File: src/rtl/fir_coef_loader_if.sv
// Coefficient-loader bus: configuration/load requests in, FIR coefficient
// stream and sequencing status out.
interface fir_coef_loader_if #(
  parameter int COEF_W = 12
);
  logic              cfg_we;
  logic [3:0]        cfg_addr;
  logic [COEF_W-1:0] cfg_data;
  logic              load_req;
  logic [3:0]        load_sel;

  logic [COEF_W-1:0] coefi;
  logic              coefi_valid;
  logic [3:0]        coef_sel;
  logic              coef_on;
  logic              data_en;
  logic              busy;
  logic              done;
  logic              err;

  // Requester side: issues writes and load requests, observes the stream
  modport master (
    output cfg_we, cfg_addr, cfg_data, load_req, load_sel,
    input  coefi, coefi_valid, coef_sel, coef_on, data_en, busy, done, err
  );

  // Loader side: consumes requests, produces the stream and status
  modport slave (
    input  cfg_we, cfg_addr, cfg_data, load_req, load_sel,
    output coefi, coefi_valid, coef_sel, coef_on, data_en, busy, done, err
  );
endinterface

File: src/rtl/fir_coef_loader.sv
// FIR coefficient loader: holds a shadow coefficient file written while idle,
// streams it into the FIR on request, switches the active coefficient set and
// then holds the data path off until the filter pipeline has flushed.
module fir_coef_loader #(
  parameter int TAPS   = 11,
  parameter int COEF_W = 12
) (
  input logic             clk,
  input logic             reset,
  fir_coef_loader_if.slave bus
);

  typedef enum logic [1:0] {IDLE, LOAD, SWITCH, SETTLE} state_t;

  localparam int               IDX_W    = (TAPS > 1) ? $clog2(TAPS) : 1;
  localparam logic [IDX_W-1:0] LAST_IDX = IDX_W'(TAPS - 1);

  state_t            state;
  logic [COEF_W-1:0] shadow [TAPS];
  logic [IDX_W-1:0]  idx;
  logic [3:0]        sel_q;

  logic              addr_ok;
  logic [IDX_W-1:0]  wr_idx;
  logic [IDX_W-1:0]  next_idx;
  logic              reject;

  assign addr_ok  = ({28'd0, bus.cfg_addr} < 32'(TAPS));
  assign wr_idx   = IDX_W'(bus.cfg_addr);
  assign next_idx = idx + 1'b1;
  // Any write or load attempt outside IDLE is refused with a single err pulse
  assign reject   = bus.cfg_we | bus.load_req;

  // Sequencer and shadow file; idx walks the taps in LOAD and counts the
  // flush cycles in SETTLE, always leaving a state at TAPS-1
  always_ff @(posedge clk or posedge reset) begin
    if (reset) begin
      state           <= IDLE;
      idx             <= '0;
      sel_q           <= '0;
      for (int i = 0; i < TAPS; i++) shadow[i] <= '0;
      bus.coefi       <= '0;
      bus.coefi_valid <= 1'b0;
      bus.coef_sel    <= '0;
      bus.coef_on     <= 1'b0;
      bus.data_en     <= 1'b0;
      bus.busy        <= 1'b0;
      bus.done        <= 1'b0;
      bus.err         <= 1'b0;
    end else begin
      bus.coef_on <= 1'b0;
      bus.done    <= 1'b0;
      bus.err     <= 1'b0;
      case (state)
        IDLE: begin
          if (bus.cfg_we) begin
            if (addr_ok) shadow[wr_idx] <= bus.cfg_data;
            else         bus.err        <= 1'b1;
          end
          if (bus.load_req) begin
            state           <= LOAD;
            idx             <= '0;
            sel_q           <= bus.load_sel;
            bus.busy        <= 1'b1;
            bus.data_en     <= 1'b0;
            bus.coefi_valid <= 1'b1;
            // A same-edge write to tap 0 must appear in the stream
            bus.coefi       <= (bus.cfg_we && bus.cfg_addr == 4'd0) ?
                               bus.cfg_data : shadow[0];
          end
        end
        LOAD: begin
          bus.err <= reject;
          if (idx == LAST_IDX) begin
            state           <= SWITCH;
            idx             <= '0;
            bus.coefi       <= '0;
            bus.coefi_valid <= 1'b0;
            bus.coef_on     <= 1'b1;
            bus.coef_sel    <= sel_q;
          end else begin
            idx       <= next_idx;
            bus.coefi <= shadow[next_idx];
          end
        end
        SWITCH: begin
          bus.err <= reject;
          state   <= SETTLE;
          idx     <= '0;
        end
        SETTLE: begin
          bus.err <= reject;
          if (idx == LAST_IDX) begin
            state       <= IDLE;
            idx         <= '0;
            bus.busy    <= 1'b0;
            bus.done    <= 1'b1;
            bus.data_en <= 1'b1;
          end else begin
            idx <= next_idx;
          end
        end
        default: state <= IDLE;
      endcase
    end
  end

endmodule

File: src/flat_wrapper.sv
// flat-port wrapper written by rule: the top's interface ports become plain ports
module fir_coef_loader_flat 
#(
  parameter int TAPS   = 11,
  parameter int COEF_W = 12
)
  (clk, reset, bus_cfg_we, bus_cfg_addr, bus_cfg_data, bus_load_req, bus_load_sel, bus_coefi, bus_coefi_valid, bus_coef_sel, bus_coef_on, bus_data_en, bus_busy, bus_done, bus_err);
  fir_coef_loader_if #(.COEF_W(COEF_W)) bus_i ();
  input logic clk;
  input logic reset;
  input wire logic [$bits(bus_i.cfg_we)-1:0] bus_cfg_we;
  input wire logic [$bits(bus_i.cfg_addr)-1:0] bus_cfg_addr;
  input wire logic [$bits(bus_i.cfg_data)-1:0] bus_cfg_data;
  input wire logic [$bits(bus_i.load_req)-1:0] bus_load_req;
  input wire logic [$bits(bus_i.load_sel)-1:0] bus_load_sel;
  output wire logic [$bits(bus_i.coefi)-1:0] bus_coefi;
  output wire logic [$bits(bus_i.coefi_valid)-1:0] bus_coefi_valid;
  output wire logic [$bits(bus_i.coef_sel)-1:0] bus_coef_sel;
  output wire logic [$bits(bus_i.coef_on)-1:0] bus_coef_on;
  output wire logic [$bits(bus_i.data_en)-1:0] bus_data_en;
  output wire logic [$bits(bus_i.busy)-1:0] bus_busy;
  output wire logic [$bits(bus_i.done)-1:0] bus_done;
  output wire logic [$bits(bus_i.err)-1:0] bus_err;
  assign bus_i.cfg_we = bus_cfg_we;
  assign bus_i.cfg_addr = bus_cfg_addr;
  assign bus_i.cfg_data = bus_cfg_data;
  assign bus_i.load_req = bus_load_req;
  assign bus_i.load_sel = bus_load_sel;
  assign bus_coefi = bus_i.coefi;
  assign bus_coefi_valid = bus_i.coefi_valid;
  assign bus_coef_sel = bus_i.coef_sel;
  assign bus_coef_on = bus_i.coef_on;
  assign bus_data_en = bus_i.data_en;
  assign bus_busy = bus_i.busy;
  assign bus_done = bus_i.done;
  assign bus_err = bus_i.err;
  fir_coef_loader #(.TAPS(TAPS), .COEF_W(COEF_W)) u_core (.clk(clk), .reset(reset), .bus(bus_i));
endmodule
File: config.mk
export PLATFORM = sky130hd
export DESIGN_NAME = fir_coef_loader_flat
export DESIGN_NICKNAME = d
export VERILOG_FILES = /design/src/rtl/fir_coef_loader_if.sv /design/src/rtl/fir_coef_loader.sv /design/src/flat_wrapper.sv
export SDC_FILE = /design/constraint.sdc
export NUM_CORES = 1
export LEC_CHECK = 0
export ABC_AREA = 1
export CORE_ASPECT_RATIO = 1.75
export CORE_MARGIN = 4
export CORE_UTILIZATION = 45
export CTS_BUF_LIST = sky130_fd_sc_hd__clkbuf_2
export CTS_CLUSTER_SIZE = 12
export DETAILED_ROUTE_END_ITERATION = 7
export SETUP_SLACK_MARGIN = 0.15
export SYNTH_ARGS = -nofsm -noshare
export SYNTH_HDL_FRONTEND = slang
export SYNTH_SLANG_ARGS = --single-unit
File: constraint.sdc
create_clock -name clk -period 7.7 [get_ports clk]
set_clock_uncertainty 0.05 [all_clocks]
set_input_delay 1.155 -clock clk [delete_from_list [all_inputs] [get_ports clk]]
set_output_delay 1.155 -clock clk [all_outputs]
set_load 0.005 [all_outputs]
---- Word-level counts from Yosys, hierarchy flattened ----
Index checks and enable logic that the tools add are counted.
cells by class
  add/subtract/negate cells ............... 1
  order comparisons ....................... 4
  eq/ne operators ......................... 7
  muxes and demuxes ....................... 30
  bitwise gates (word level) .............. 3
  reduce and logical (&&, ||, !) cells .... 15
operators by type and width
  cell                   count
  $bwmux W132            1
  $mux W12               6
  $bmux W12 S4           1
  $demux W12 S4          1
  $pmux W12 S2           1
  $pmux W4 S3            1
  $reduce_and A3 Y1      4
  $ge A5 B5 Y1 const B   2
  $not A4 Y5             2
  $mux W1                9
  $mux W4                2
  $pmux W1 S2            4
  $pmux W2 S4            1
  $mux W2                3
  $reduce_and A2 Y1      3
  $lt A5 B1 Y1 const B   1
  $add A4 B1 Y4 const B  1
  $eq A2 B2 Y1 const B   2
  $eq A4 B4 Y1 const B   1
  $logic_not A4 Y1       1
  $lt A4 B4 Y1 const B   1
  $ne A2 B1 Y1 const B   2
  $reduce_bool A2 Y1     2
  $reduce_or A3 Y1       1
  6 further kinds        7
storage, ports and cells
  register bits ........................... 164
  bits of input ports ..................... 24
  output and inout bits ................... 22
  word-level logic and storage cells ...... 82

---- Longest topological paths before layout ----
  depth after elaboration ................. 7
  depth in mapped cells ................... 11
  mapped depth without buffers ............ 9

---- Worst setup path before layout ----
Ideal clock, no wire load.
  path type ............................... input port to flip-flop
  from .................................... input port bus_cfg_addr[2]
  to ...................................... register u_core.shadow[100] in the netlist's numbering
  library setup time ...................... 126 ps
  data arrival time ....................... 2140 ps
  required time ........................... 7524 ps
  path slack .............................. 5384 ps
  stages on the path ...................... 7
  buffers on the path ..................... 1
  cells stage by stage .................... inv_1 > a21oi_2 > nor2_4 > nand3_2 > nor3_4 > clkbuf_2 > o21ai_0
between the ends
  word-level cells in the longest chain between the ends .. 6
  elaborated cells between the ends (all ways) .. 9
  those cells by class .................... order compare (3); mux (3); bitwise (1); reduce/logical (2)
ends and longest elaborated chain
  element                                                                    RTL line               RTL
  from (decl)                                                                flat_wrapper.sv:12     input wire logic [$bits(bus_i.cfg_addr)-1:0] bus_cfg_addr;
  $not A4 Y5 (not written as such)                                           fir_coef_loader.sv:57  if (addr_ok) shadow[wr_idx] <= bus.cfg_data;
  $ge A5 B5 Y1 (not written as such) / $lt A5 B1 Y1 (equally long branches)  fir_coef_loader.sv:57
  $logic_and A1 B1 Y1 (not written as such)                                  fir_coef_loader.sv:57
  $mux W12 (not written as such)                                             fir_coef_loader.sv:57
  $demux W12 S4                                                              fir_coef_loader.sv:57
  $bwmux W132                                                                fir_coef_loader.sv:57
  to (signal, indexed assignment)                                            fir_coef_loader.sv:57
  to (decl)                                                                  fir_coef_loader.sv:19  logic [COEF_W-1:0] shadow [TAPS];
Several ways; a longest one is shown, not always the timed one.
A chain may end at the register's enable or synchronous reset.

---- Final worst setup path ----
  from .................................... register u_core.idx[0]
  to ...................................... register u_core.bus.coefi[7]
between the ends
  word-level cells in the longest chain between the ends .. 7
  elaborated cells between the ends (all ways) .. 8
  those cells by class .................... add/sub (1); eq/ne (1); mux (5); bitwise (1)
ends and longest elaborated chain
  element                                      RTL line                  RTL
  from (decl)                                  fir_coef_loader.sv:20     logic [IDX_W-1:0] idx;
  from (signal assigned)                       fir_coef_loader.sv:82     idx <= next_idx;
  from (signal assigned)                       fir_coef_loader.sv:100    idx <= next_idx;
  $add A4 B1 Y4                                fir_coef_loader.sv:30     assign next_idx = idx + 1'b1;
  $not A4 Y5 (not written as such)             fir_coef_loader.sv:83     bus.coefi <= shadow[next_idx];
  $bmux W12 S4                                 fir_coef_loader.sv:83
  $mux W12 (not written as such) (2 in a row)  fir_coef_loader.sv:83
  $mux W12 *                                   fir_coef_loader.sv:74     if (idx == LAST_IDX) begin
  $pmux W12 S2 *                               fir_coef_loader.sv:54     case (state)
  to (signal assigned)                         fir_coef_loader.sv:68     bus.coefi <= (bus.cfg_we && bus.cfg_addr == 4'd0) ?
  to (signal assigned)                         fir_coef_loader.sv:83
  to (decl)                                    fir_coef_loader_if.sv:30  output coefi, coefi_valid, coef_sel, coef_on, data_en, busy, done, err
Every way passes the cells marked *; elsewhere a longest branch is shown, timed or not. The select of a mux whose other input is x is not followed.

==> impl_metrics.env <==
export IMPL_grt_max_degree=92
export IMPL_pin_count=46
export IMPL_p_seq_frac=0.409
export IMPL_finalInstanceArea_um2=8720
export IMPL_netlist_instances=1033
export IMPL_cts_hold_buf=0
export IMPL_clk_latency_ns=0.77
export IMPL_gp_congestion=0.821
export IMPL_setup_tns_final_ns=0
export IMPL_synth_seq_cells=164
export IMPL_grt_first_pass_wirelength_um=36000
export IMPL_cp_max_fo=44
export IMPL_start_util=0.456
export IMPL_clockRootBuffer="clkbuf_2"
export IMPL_drc_errors=0
export IMPL_grtUsageTotal=0.240
export IMPL_syn_avg_cell_area_um2=7.67
export IMPL_p_switching_mw=1.38
export IMPL_vias=6735
export IMPL_min_period_ns=3.38
export IMPL_yosysTopAreaCellShare=0.518
export IMPL_status="finished, final reports clean"
export IMPL_leakagePower_nw=4.16
export IMPL_cts_setup_buffers=0
export IMPL_cts_max_path_buffers=2
export IMPL_hp_start="u_core.bus.coef_sel[2]$_DFFE_PP0P_"
export IMPL_pwr_share_comb=0.450
export IMPL_end_kind="flop"
export IMPL_fin_crit_sh=0.438
export IMPL_critPathArrivalTime_ns=3.99
export IMPL_worstSetupPathType="flop to flop"
export IMPL_grt_ovfl_total=0
export IMPL_drive_above_1_share=0.0471
export IMPL_ctsResizeCount=0
export IMPL_ys_types=29
export IMPL_core_area_um2=17400
export IMPL_p_int_mw=1.75
export IMPL_antenna_found_initial=1
export IMPL_hp_class="flop to flop"
export IMPL_clock_power_share=0.141
export IMPL_synth_common_cells="319 x nand2_1, 166 x o21ai_0, 164 x dfrtp_1"
export IMPL_htreeDepth=4
export IMPL_startpoint="u_core.idx[0]$_DFFE_PP0P_"
export IMPL_fmaxAchievable_ghz=0.296
export IMPL_yosysWarnings=0
export IMPL_yosysSeqAreaShare=0.518
export IMPL_clk_pin_slew_worst_paths_ns=0.24
export IMPL_hpwl_um=14800
export IMPL_rsz0062_at_grt="false"
export IMPL_numPortBuffers=45
export IMPL_clock_sinks=164
export IMPL_ant_nets=0
export IMPL_tightestPinTransition_ns=1.06
export IMPL_irDropWorstVdd_v=0.000149
export IMPL_num_rows=64
export IMPL_wl_per_cell_um=17.5
export IMPL_nNetsFinal=1080
export IMPL_synth_async_reset_ratio=1.00
export IMPL_netSwitchingFraction=0.440
export IMPL_ys_flop_type="dfrtp_1"
export IMPL_chipHeight_um=184
export IMPL_setup_viol=0
export IMPL_synth_area_leaders="dfrtp_1 52%, nand2_1 15%, o21ai_0 10%"
export IMPL_die_w_um=108
export IMPL_dr_pass1_iters=7
export IMPL_maxCapViolCount=0
export IMPL_cts_buffers=17
export IMPL_area_growth_pct=9.96
export IMPL_crit_path_start_kind="flop"
export IMPL_synth_area_um2=7930
export IMPL_drt_iter0_markers=463
export IMPL_maxSlewViolCount=0
export IMPL_syn_num_nets=1064
export IMPL_via_per_inst=5.20
export IMPL_hold_violations=0
export IMPL_post_synth_top_count_cell="nand2_1"
export IMPL_wirelength_um=22600
export IMPL_grt_pass1_vias=6573
export IMPL_cts_tree="done"
export IMPL_regToRegStartpoint="u_core.idx[0]$_DFFE_PP0P_"
export IMPL_synth_largest_area_cell="dfrtp_1"
export IMPL_synth_edff_count=0
export IMPL_slew_headroom=0.294
export IMPL_cellPowerDensity_nw_per_um2=359
export IMPL_place_area_um2=8500
export IMPL_die_area_um2=19900
export IMPL_whs_ns=0.459
export IMPL_required_ns=8.31
## final cells by class
type | instances | area, um2
inverter | 125 | 474
fill | 1772 | 8660
sequential | 164 | 4110
timing repair buffer | 51 | 495
clock inverter | 14 | 126
clock buffer | 18 | 90.1
tap | 231 | 289
antenna | 1 | 2.50
multi-input combinational | 690 | 3130
## state kept, by name, summed over array words and instances, names as in the netlist
signal	cells
u_core.sel_q	4
u_core.bus.coef_sel	4
u_core.bus.err	1
u_core.bus.done	1
u_core.bus.coef_on	1
u_core.shadow	132
u_core.bus.coefi	12
u_core.bus.coefi_valid	1
u_core.state	2
u_core.idx	4
u_core.bus.data_en	1
u_core.bus.busy	1
## critical path: stages (launching register included)
cell and delay [ns]:
dfrtp_2 0.50, clkinv_1 0.17, buf_4 0.49, ha_1 0.33, buf_4 0.28, clkinv_1 0.08, buf_4 0.40, nand3_1 0.20
nand3_1 0.11, nand3_1 0.21, nand2_1 0.16, nand2_1 0.06, a21oi_1 0.16
## cell families after synthesis
family          count (synthesis)  share of synthesized area
simple gates                  481                      0.250
compound gates                199                      0.128
buf+inv                       179                     0.0898
flops                         164                      0.518
fa+ha+maj                       7                     0.0110
xor+xnor                        3                    0.00331
## power by group through the flow
stage          Clock [mW]  Sequential [mW]  Combinational [mW]
6_report            0.441             1.28                1.41
5_1_grt             0.487             1.31                1.59
4_1_cts             0.459             1.28                1.43
3_5_place_dp            0             1.30                1.42
3_3_place_gp            0             1.29                1.40
2_1_floorplan           0             1.27               0.939
## placed cells by master (no fill, tap or decap), types with 2 or more instances in the layout
cell type        count
a21oi_1             17
clkbuf_2            18
nor2_1              45
xor2_2               2
nand3_1            105
nand2_1            319
nor2_2               4
clkdlybuf4s50_1     45
clkinvlp_4           6
inv_1              122
inv_6                5
nand4_1              2
clkinv_1             4
o22ai_1              2
o21ai_1              8
ha_1                 7
buf_4                6
o211ai_1             3
o21ai_0            166
nor3_1               2
dfrtp_1            163
## metrics by stage
stage               power (mW)  setup slack, ns  instances   util
CTS                       3.16             4.31       1293  0.502
floorplan                 2.21             2.06       1033      -
global placement          2.70             3.74       1261  0.489
finish                    3.13             4.32       1294  0.502
detailed placement        2.72             3.71       1261  0.489
global route              3.39             4.16       1294  0.502
## routing by layer
metal	GRT usage	up-vias	share of wire
met5	0	-	0
met4	0.102	0	0.038
met3	0.0344	39	0.036
met2	0.426	165	0.53
met1	0.286	3237	0.39
li1	-	3294	-
## worst paths after layout
kind	cells after the start	to	slack, ns
min reg2reg	2	u_core.bus.coef_sel[2]$_DFFE_PP0P_	0.46
min in group asynchronous	2	u_core.shadow[94]$_DFFE_PP0P_	0.83
max in group asynchronous	3	u_core.shadow[97]$_DFFE_PP0P_	5.26
max reg2reg	12	u_core.bus.coefi[7]$_DFFE_PP0P_	4.32
max	12	u_core.bus.coefi[7]$_DFFE_PP0P_	4.32
min	2	u_core.bus.coef_sel[2]$_DFFE_PP0P_	0.46
(Power assumes the default switching activity.)
